### src/rtl/valve_pulse_sched.sv
// Round-robin scheduler sharing one timed valve-drive output among NCH
// channels; pulses are whole milliseconds aligned to an internal tick.
module valve_pulse_sched #(
  parameter int NCH     = 4,
  parameter int CLK_DIV = 100000,
  parameter int DUR_W   = 16,
  parameter int GAP_MS  = 2
) (
  input  logic                   clk_100m,
  input  logic                   rst,
  input  logic [NCH-1:0]         req,
  input  logic [NCH*DUR_W-1:0]   dur_ms,
  input  logic                   abort,
  output logic [NCH-1:0]         grant,
  output logic                   valve_on,
  output logic [NCH-1:0]         done,
  output logic                   aborted,
  output logic                   busy,
  output logic                   ms_tick
);

  localparam int PW = (CLK_DIV > 2) ? $clog2(CLK_DIV) : 1;
  localparam int LW = (NCH > 2) ? $clog2(NCH) : 1;
  localparam int GW = 16;

  typedef enum logic [1:0] {
    S_IDLE,
    S_ALIGN,
    S_ACTIVE,
    S_GAP
  } state_t;

  state_t           state_q;
  logic [PW-1:0]    presc_q;
  logic [LW-1:0]    last_q;
  logic [DUR_W-1:0] rem_q;
  logic [GW-1:0]    gcnt_q;
  logic [NCH-1:0]   grant_q;
  logic             valve_q;
  logic [NCH-1:0]   done_q;
  logic             abrt_q;

  logic [LW-1:0]    pick;
  logic [NCH-1:0]   pick_oh;
  logic [DUR_W-1:0] pick_dur;
  logic             tick;

  // First requester at or after last_q+1, wrapping around.
  function automatic logic [LW-1:0] rr_pick(
    input logic [NCH-1:0] r,
    input logic [LW-1:0]  last
  );
    logic [LW-1:0] sel;
    logic          found;
    int            idx;
    sel   = '0;
    found = 1'b0;
    for (int k = 1; k <= NCH; k++) begin
      idx = (int'(last) + k) % NCH;
      if (!found && r[idx]) begin
        sel   = LW'(idx);
        found = 1'b1;
      end
    end
    return sel;
  endfunction

  always_comb begin
    pick     = rr_pick(req, last_q);
    pick_oh  = {{(NCH-1){1'b0}}, 1'b1} << pick;
    pick_dur = dur_ms[pick*DUR_W +: DUR_W];
  end

  assign tick    = (presc_q == PW'(CLK_DIV-1));
  assign ms_tick = tick;

  always_ff @(posedge clk_100m or posedge rst) begin
    if (rst) begin
      presc_q <= '0;
    end else if (tick) begin
      presc_q <= '0;
    end else begin
      presc_q <= presc_q + 1'b1;
    end
  end

  always_ff @(posedge clk_100m or posedge rst) begin
    if (rst) begin
      state_q <= S_IDLE;
      last_q  <= LW'(NCH-1);
      rem_q   <= '0;
      gcnt_q  <= '0;
      grant_q <= '0;
      valve_q <= 1'b0;
      done_q  <= '0;
      abrt_q  <= 1'b0;
    end else begin
      done_q <= '0;
      abrt_q <= 1'b0;
      unique case (state_q)
        S_IDLE: begin
          if (|req) begin
            grant_q <= pick_oh;
            last_q  <= pick;
            rem_q   <= pick_dur;
            state_q <= S_ALIGN;
          end
        end
        S_ALIGN: begin
          // Zero-length request completes without driving the valve.
          if (rem_q == '0) begin
            grant_q <= '0;
            done_q  <= grant_q;
            state_q <= S_IDLE;
          end else if (abort) begin
            grant_q <= '0;
            done_q  <= grant_q;
            abrt_q  <= 1'b1;
            gcnt_q  <= '0;
            state_q <= S_GAP;
          end else if (tick) begin
            valve_q <= 1'b1;
            state_q <= S_ACTIVE;
          end
        end
        S_ACTIVE: begin
          if (abort) begin
            valve_q <= 1'b0;
            grant_q <= '0;
            done_q  <= grant_q;
            abrt_q  <= 1'b1;
            gcnt_q  <= '0;
            state_q <= S_GAP;
          end else if (tick) begin
            if (rem_q == DUR_W'(1)) begin
              valve_q <= 1'b0;
              grant_q <= '0;
              done_q  <= grant_q;
              gcnt_q  <= '0;
              state_q <= S_GAP;
            end else begin
              rem_q <= rem_q - 1'b1;
            end
          end
        end
        S_GAP: begin
          if (GAP_MS == 0) begin
            state_q <= S_IDLE;
          end else if (tick) begin
            if (gcnt_q == GW'(GAP_MS-1)) begin
              state_q <= S_IDLE;
            end else begin
              gcnt_q <= gcnt_q + 1'b1;
            end
          end
        end
        default: state_q <= S_IDLE;
      endcase
    end
  end

  assign grant    = grant_q;
  assign valve_on = valve_q;
  assign done     = done_q;
  assign aborted  = abrt_q;
  assign busy     = (state_q != S_IDLE);

endmodule

### config.mk
export PLATFORM = sky130hd
export DESIGN_NAME = valve_pulse_sched
export DESIGN_NICKNAME = d
export VERILOG_FILES = /design/src/rtl/valve_pulse_sched.sv
export SDC_FILE = /design/constraint.sdc
export NUM_CORES = 1
export LEC_CHECK = 0
export ABC_CLOCK_PERIOD_IN_PS = 3800
export CORE_AREA = 2 2 90 92
export CTS_BUF_LIST = sky130_fd_sc_hd__clkbuf_8 sky130_fd_sc_hd__clkbuf_16
export CTS_CLUSTER_DIAMETER = 80
export DETAILED_ROUTE_END_ITERATION = 8
export DIE_AREA = 0 0 92 94
export GPL_TIMING_DRIVEN = 1
export PLACE_DENSITY = 0.82
export SLEW_MARGIN = 10
export SYNTH_ARGS = -nofsm -noshare
export SYNTH_HDL_FRONTEND = slang
export SYNTH_SLANG_ARGS = --single-unit
### constraint.sdc
create_clock -name clk_100m -period 3.8 [get_ports clk_100m]
set_input_delay 0.95 -clock clk_100m [delete_from_list [all_inputs] [get_ports clk_100m]]
set_output_delay 0.95 -clock clk_100m [all_outputs]
set_load 0.01 [all_outputs]
Word-level counts from Yosys, hierarchy flattened

Cells that the tools add are included.
W data, S select, Z words.

Output and inout bits: 12
Register bits: 63
Logic and storage cells: 137

Muxes and demuxes: 66
Shifts and indexed selects: 2
Add/sub/neg operators: 7
Order comparisons: 4
Reductions and logical operators: 24
Equal/unequal tests: 21
Bitwise operators: 4

Operators with widths:

| cell                    | count |
|---|---|
| $mux W16                | 11 |
| $shiftx A64 B7 Y16      | 1 |
| $pmux W16 S3            | 1 |
| $mux W4                 | 11 |
| $eq A16 B1 Y1 const B   | 2 |
| $pmux W16 S2            | 1 |
| $mux W2                 | 13 |
| $ne A2 B2 Y1 const B    | 11 |
| $mux W1                 | 19 |
| $add A17 B1 Y17 const B | 1 |
| $eq A17 B17 Y1 const B  | 1 |
| $mux W17                | 1 |
| $add A16 B1 Y16 const B | 1 |
| $logic_not A16 Y1       | 1 |
| $lt A3 B4 Y1 const B    | 4 |
| $sub A16 B1 Y16 const B | 1 |
| $pmux W4 S3             | 1 |
| $reduce_and A6 Y1       | 2 |
| $reduce_and A5 Y1       | 2 |
| $ne A3 B3 Y1 const B    | 3 |
| $bmux W1 S2             | 4 |
| $pmux W2 S4             | 1 |
| $pmux W4 S2             | 1 |
| $reduce_or A2 Y1        | 4 |
| 16 further kinds        | 30 |

Depth between registers and ports, before layout

Depth after elaboration: 19
Mapped depth: 10
Mapped depth without buffers: 8

Worst setup path before layout

OpenSTA, ideal clock, no wires.

Path type: in2reg
Start: in req[0]
End: reg rem_q[11]
Data required time: 3.663 ns
Arrival: 2.551 ns
Path buffers: 2
Library setup time: 0.137 ns
Slack: 1.112 ns
Stages: 8
Cell sequence: a21o_1 -> a31oi_1 -> buf_2 -> buf_2 -> mux2i_1 -> nand2_1 -> nand3_1 -> nand3_1

Word-level cells in the longest chain between the ends: 16
Elaborated cells on any way between the ends: 31
Classes of those cells: eq/ne (1); shift (1); mux (21); reduce/logical (8)

RTL lines:

| what                                        | line | text |
|---|---|---|
| start: declaration                          | 11   | `input logic [NCH-1:0] req,` |
| $bmux W1 S2                                 | 60   | `if (!found && r[idx]) begin` |
| $mux W1 (not written as such) (2 in series) | 60   |  |
| $mux W1                                     | 60   |  |
| $logic_not A1 Y1                            | 60   |  |
| $logic_and A1 B1 Y1                         | 60   |  |
| $mux W1                                     | 60   |  |
| $logic_not A1 Y1                            | 60   |  |
| $logic_and A1 B1 Y1                         | 60   |  |
| $mux W1                                     | 60   |  |
| $logic_not A1 Y1                            | 60   |  |
| $logic_and A1 B1 Y1                         | 60   |  |
| $mux W2                                     | 60   |  |
| $shiftx A64 B7 Y16                          | 71   | `pick_dur = dur_ms[pick*DUR_W +: DUR_W];` |
| $mux W16                                    | 102  | `if (\|req) begin` |
| $pmux W16 S2                                | 100  | `unique case (state_q)` |
| end signal: assignment                      | 105  | `rem_q <= pick_dur;` |
| end signal: assignment                      | 142  | `rem_q <= rem_q - 1'b1;` |
| end: declaration                            | 36   | `logic [DUR_W-1:0] rem_q;` |

Several ways; a longest one is shown, not always the timed one. The select of a mux whose other input is x is not followed.
A chain may end at the register's enable or synchronous reset.

Worst setup path after layout

Start: reg presc_q[6]
End: out ms_tick

Word-level cells in the longest chain between the ends: 1

RTL lines:

| what                     | line | text |
|---|---|---|
| start: declaration       | 34   | `logic [PW-1:0] presc_q;` |
| start signal: assignment | 83   | `presc_q <= presc_q + 1'b1;` |
| $eq A17 B17 Y1           | 74   | `assign tick = (presc_q == PW'(CLK_DIV-1));` |
| end: declaration         | 19   | `output logic ms_tick` |

No other way between the ends.

==> impl_metrics.json <==
{
  "highest_layer": "met4",
  "arrival_ns": 2.54,
  "first_iter_violations": 236,
  "wl_met3_um": 815,
  "path_cells": "or4b_1 > nor4_2 > clkdlybuf4s50_1",
  "fin_crit_ns": 3.49,
  "rsz0062_at_grt": "no",
  "syn_avg_cell_area_um2": 8.82,
  "slowest_delay_ns": 0.65,
  "gp_congestion": 0.876,
  "startpoint": "presc_q[6]$_DFF_PP0_",
  "clock_skew_ns": 0.0102,
  "area_growth_pct": 27.9,
  "worstHoldPathCells": 1,
  "yosysTopAreaCell": "dfrtp_1",
  "synth_async_sr_flop_share": 1.00,
  "viasPerCell": 6.12,
  "cp_data_required_time_ns": 2.85,
  "final_common_cell": "clkdlybuf4s50_1",
  "final_cell_mix": "clkdlybuf4s50_1, dfrtp_1, nand2_1, nor2_1, o21ai_0",
  "maxCapViolCount": 0,
  "first_global_vias": 3823,
  "critPathLaunchType": "register",
  "ys_types": 62,
  "start_util": 0.536,
  "antenna_cells": 0,
  "cts_buffers": 9,
  "utilization": 0.686,
  "hold_viol_final": 0,
  "setup_tns_ns": 0,
  "p_comb_frac": 0.120,
  "synthFlopType": "dfrtp_1",
  "drtAntennaViolNets": 0,
  "post_cts_resized": 0,
  "synth_nets": 543,
  "h-tree-depth": 3,
  "p_sw_frac": 0.234,
  "dr_wl_met2_mm": 5.28,
  "clkSinkCount": 63,
  "vias": 3981,
  "antenna_found_initial": 0,
  "wl_met1_mm": 4.55,
  "grt_max_degree": 40,
  "path_buf_inv": 1,
  "totalWireLength_mm": 10.8,
  "hold_buffers": 0,
  "dp.final_hpwl_mm": 8.09,
  "max_freq_mhz": 286,
  "fill_cells": 605,
  "ys_seq_area_frac": 0.387,
  "min_period_over_period": 0.919,
  "path_clk_slew_ns": 0.06,
  "max_slew_margin": 0.369,
  "drc": 0,
  "die_y_um": 94,
  "cp_top_family": "simple AND/OR/NAND/NOR gates",
  "intPower_mw": 1.13,
  "grt_pass1_wl_mm": 17.9,
  "ir_drop_mv": 0.126,
  "power.density_mw_per_mm2": 284,
  "r2r_start": "presc_q[6]$_DFF_PP0_",
  "critPathSlowestCell": "or4b_1",
  "synth_cells": 462,
  "leakage_nw": 2.12,
  "holdWs_ns": 0.499,
  "pwr-share-seq": 0.462,
  "hold_class": "reg -> reg",
  "yosysTopAreaCellShare": 0.374,
  "worstHoldStart": "gcnt_q[15]$_DFFE_PP0P_",
  "synth_area_leaders": "dfrtp_1, nand2_1, mux2i_1, o21ai_0, nor2_1",
  "drive_gt1_frac": 0.0747,
  "nets": 625,
  "dr.pass1.iters": 5,
  "worstSetupEndpointType": "primary output",
  "overflow": 0,
  "synth_edf_count": 0,
  "syn_area_mm2": 0.00408,
  "post_cts_buffers": 0,
  "pin_count": 83,
  "setup_viol": 0,
  "power_mw": 1.48,
  "die_w_um": 92,
  "yosysWarnings": 0,
  "std_cell_rows": 32,
  "synth-seq-cells": 63,
  "core_area_mm2": 0.00761,
  "portBuffers": 82,
  "worst_slew_pin_slew_ns": 0.940,
  "grt_use_total": 0.261,
  "critPathKind": "reg -> out",
  "die_area_mm2": 0.00865,
  "slew_violations": 0,
  "p_clk_frac": 0.417,
  "clk_latency_ns": 0.35,
  "cts_tree": "done",
  "crit_fanout": 6,
  "p_sw_mw": 0.346,
  "worst-r2r-cell-count": 6,
  "clockRootBuffer": "clkbuf_8",
  "wl_per_cell_um": 16.6,
  "critical_path_depth": 3,
  "outcome": "finished, final reports clean",
  "cts_buffer_depth": 2
}
per-stage QoR:
stage               worst slack [ns]  cell area (um2)  std cells
detailed placement             0.505             5010        635
global route                   0.221             5220        651
floorplan                       1.11             4080        462
global placement               0.584             5010        635
finish                         0.307             5220        651
CTS                            0.300             5220        651
area by class of cell:
cell class / count / area (um2) / share of cell area
Multi-Input combinational cell: 368 / 2380 / 0.457
Sequential cell: 63 / 1580 / 0.303
Timing Repair Buffer: 88 / 866 / 0.166
Clock buffer: 12 / 165 / 0.0317
Tap cell: 102 / 128 / 0.0245
Inverter: 14 / 52.6 / 0.0101
Clock inverter: 4 / 43.8 / 0.00840
cell usage after synthesis, drive strengths merged (8+ instances only):
| library cell | instances |
|---|---|
| nand3 | 27 |
| nand4 | 10 |
| a31oi | 17 |
| clkbuf | 9 |
| o21ai | 34 |
| dfrtp | 61 |
| inv | 13 |
| nor4 | 10 |
| nor3 | 13 |
| o31ai | 12 |
| mux2i | 19 |
| nor2 | 39 |
| and2 | 10 |
| ha | 10 |
| nand2 | 52 |
| a21oi | 15 |
| buf | 8 |
power by group through the flow:
stage / registers [mW] / clock network [mW] / logic [mW]
detailed placement: 0.696 / 0 / 0.178
CTS: 0.683 / 0.626 / 0.178
floorplan: 0.694 / 0 / 0.0807
finish: 0.684 / 0.617 / 0.178
global placement: 0.695 / 0 / 0.175
global route: 0.683 / 0.652 / 0.193
cells by family (layout without fill, tap and decap cells):
logic type,count (synthesis),in the layout,share of synthesized area
AO/OA/AOI/OAI,113,113,0.179
AND/OR/NAND/NOR,204,204,0.263
flip-flops,63,63,0.387
buffers and inverters,31,118,0.0322
adder cells (fa/ha/maj),10,10,0.0307
multiplexers,27,27,0.0770
XOR/XNOR,14,14,0.0301
final timing paths:
path / end / slack (ns)
worst max-delay path: ms_tick / 0.31
worst min-delay path: gcnt_q[15]$_DFFE_PP0P_ / 0.50
worst max register to register: rem_q[14]$_DFFE_PP0P_ / 0.82
worst min register to register: gcnt_q[15]$_DFFE_PP0P_ / 0.50
max in group asynchronous: last_q[0]$_DFFE_PP1P_ / 2.38
min in group asynchronous: gcnt_q[0]$_DFFE_PP0P_ / 0.98
layer usage:
metal,up-vias,GRT usage
met1,1875,0.327
met2,198,0.425
met4,0,0.103
met5,-,0
li1,1885,-
met3,23,0.0778
state kept, by name, summed over array words and instances (netlist names), named ones only:
register,count
rem_q,16
valve_on,1
last_q,2
aborted,1
grant,4
presc_q,17
gcnt_q,16
done,4
state_q,1
worst reg2reg max path: cells and delay by family (launching register included):
kind / cells / cell delay (ns)
compound gates: 2 / 0.45
flops: 1 / 0.45
simple gates: 4 / 1.96
Power figures use the tool's default switching activity.
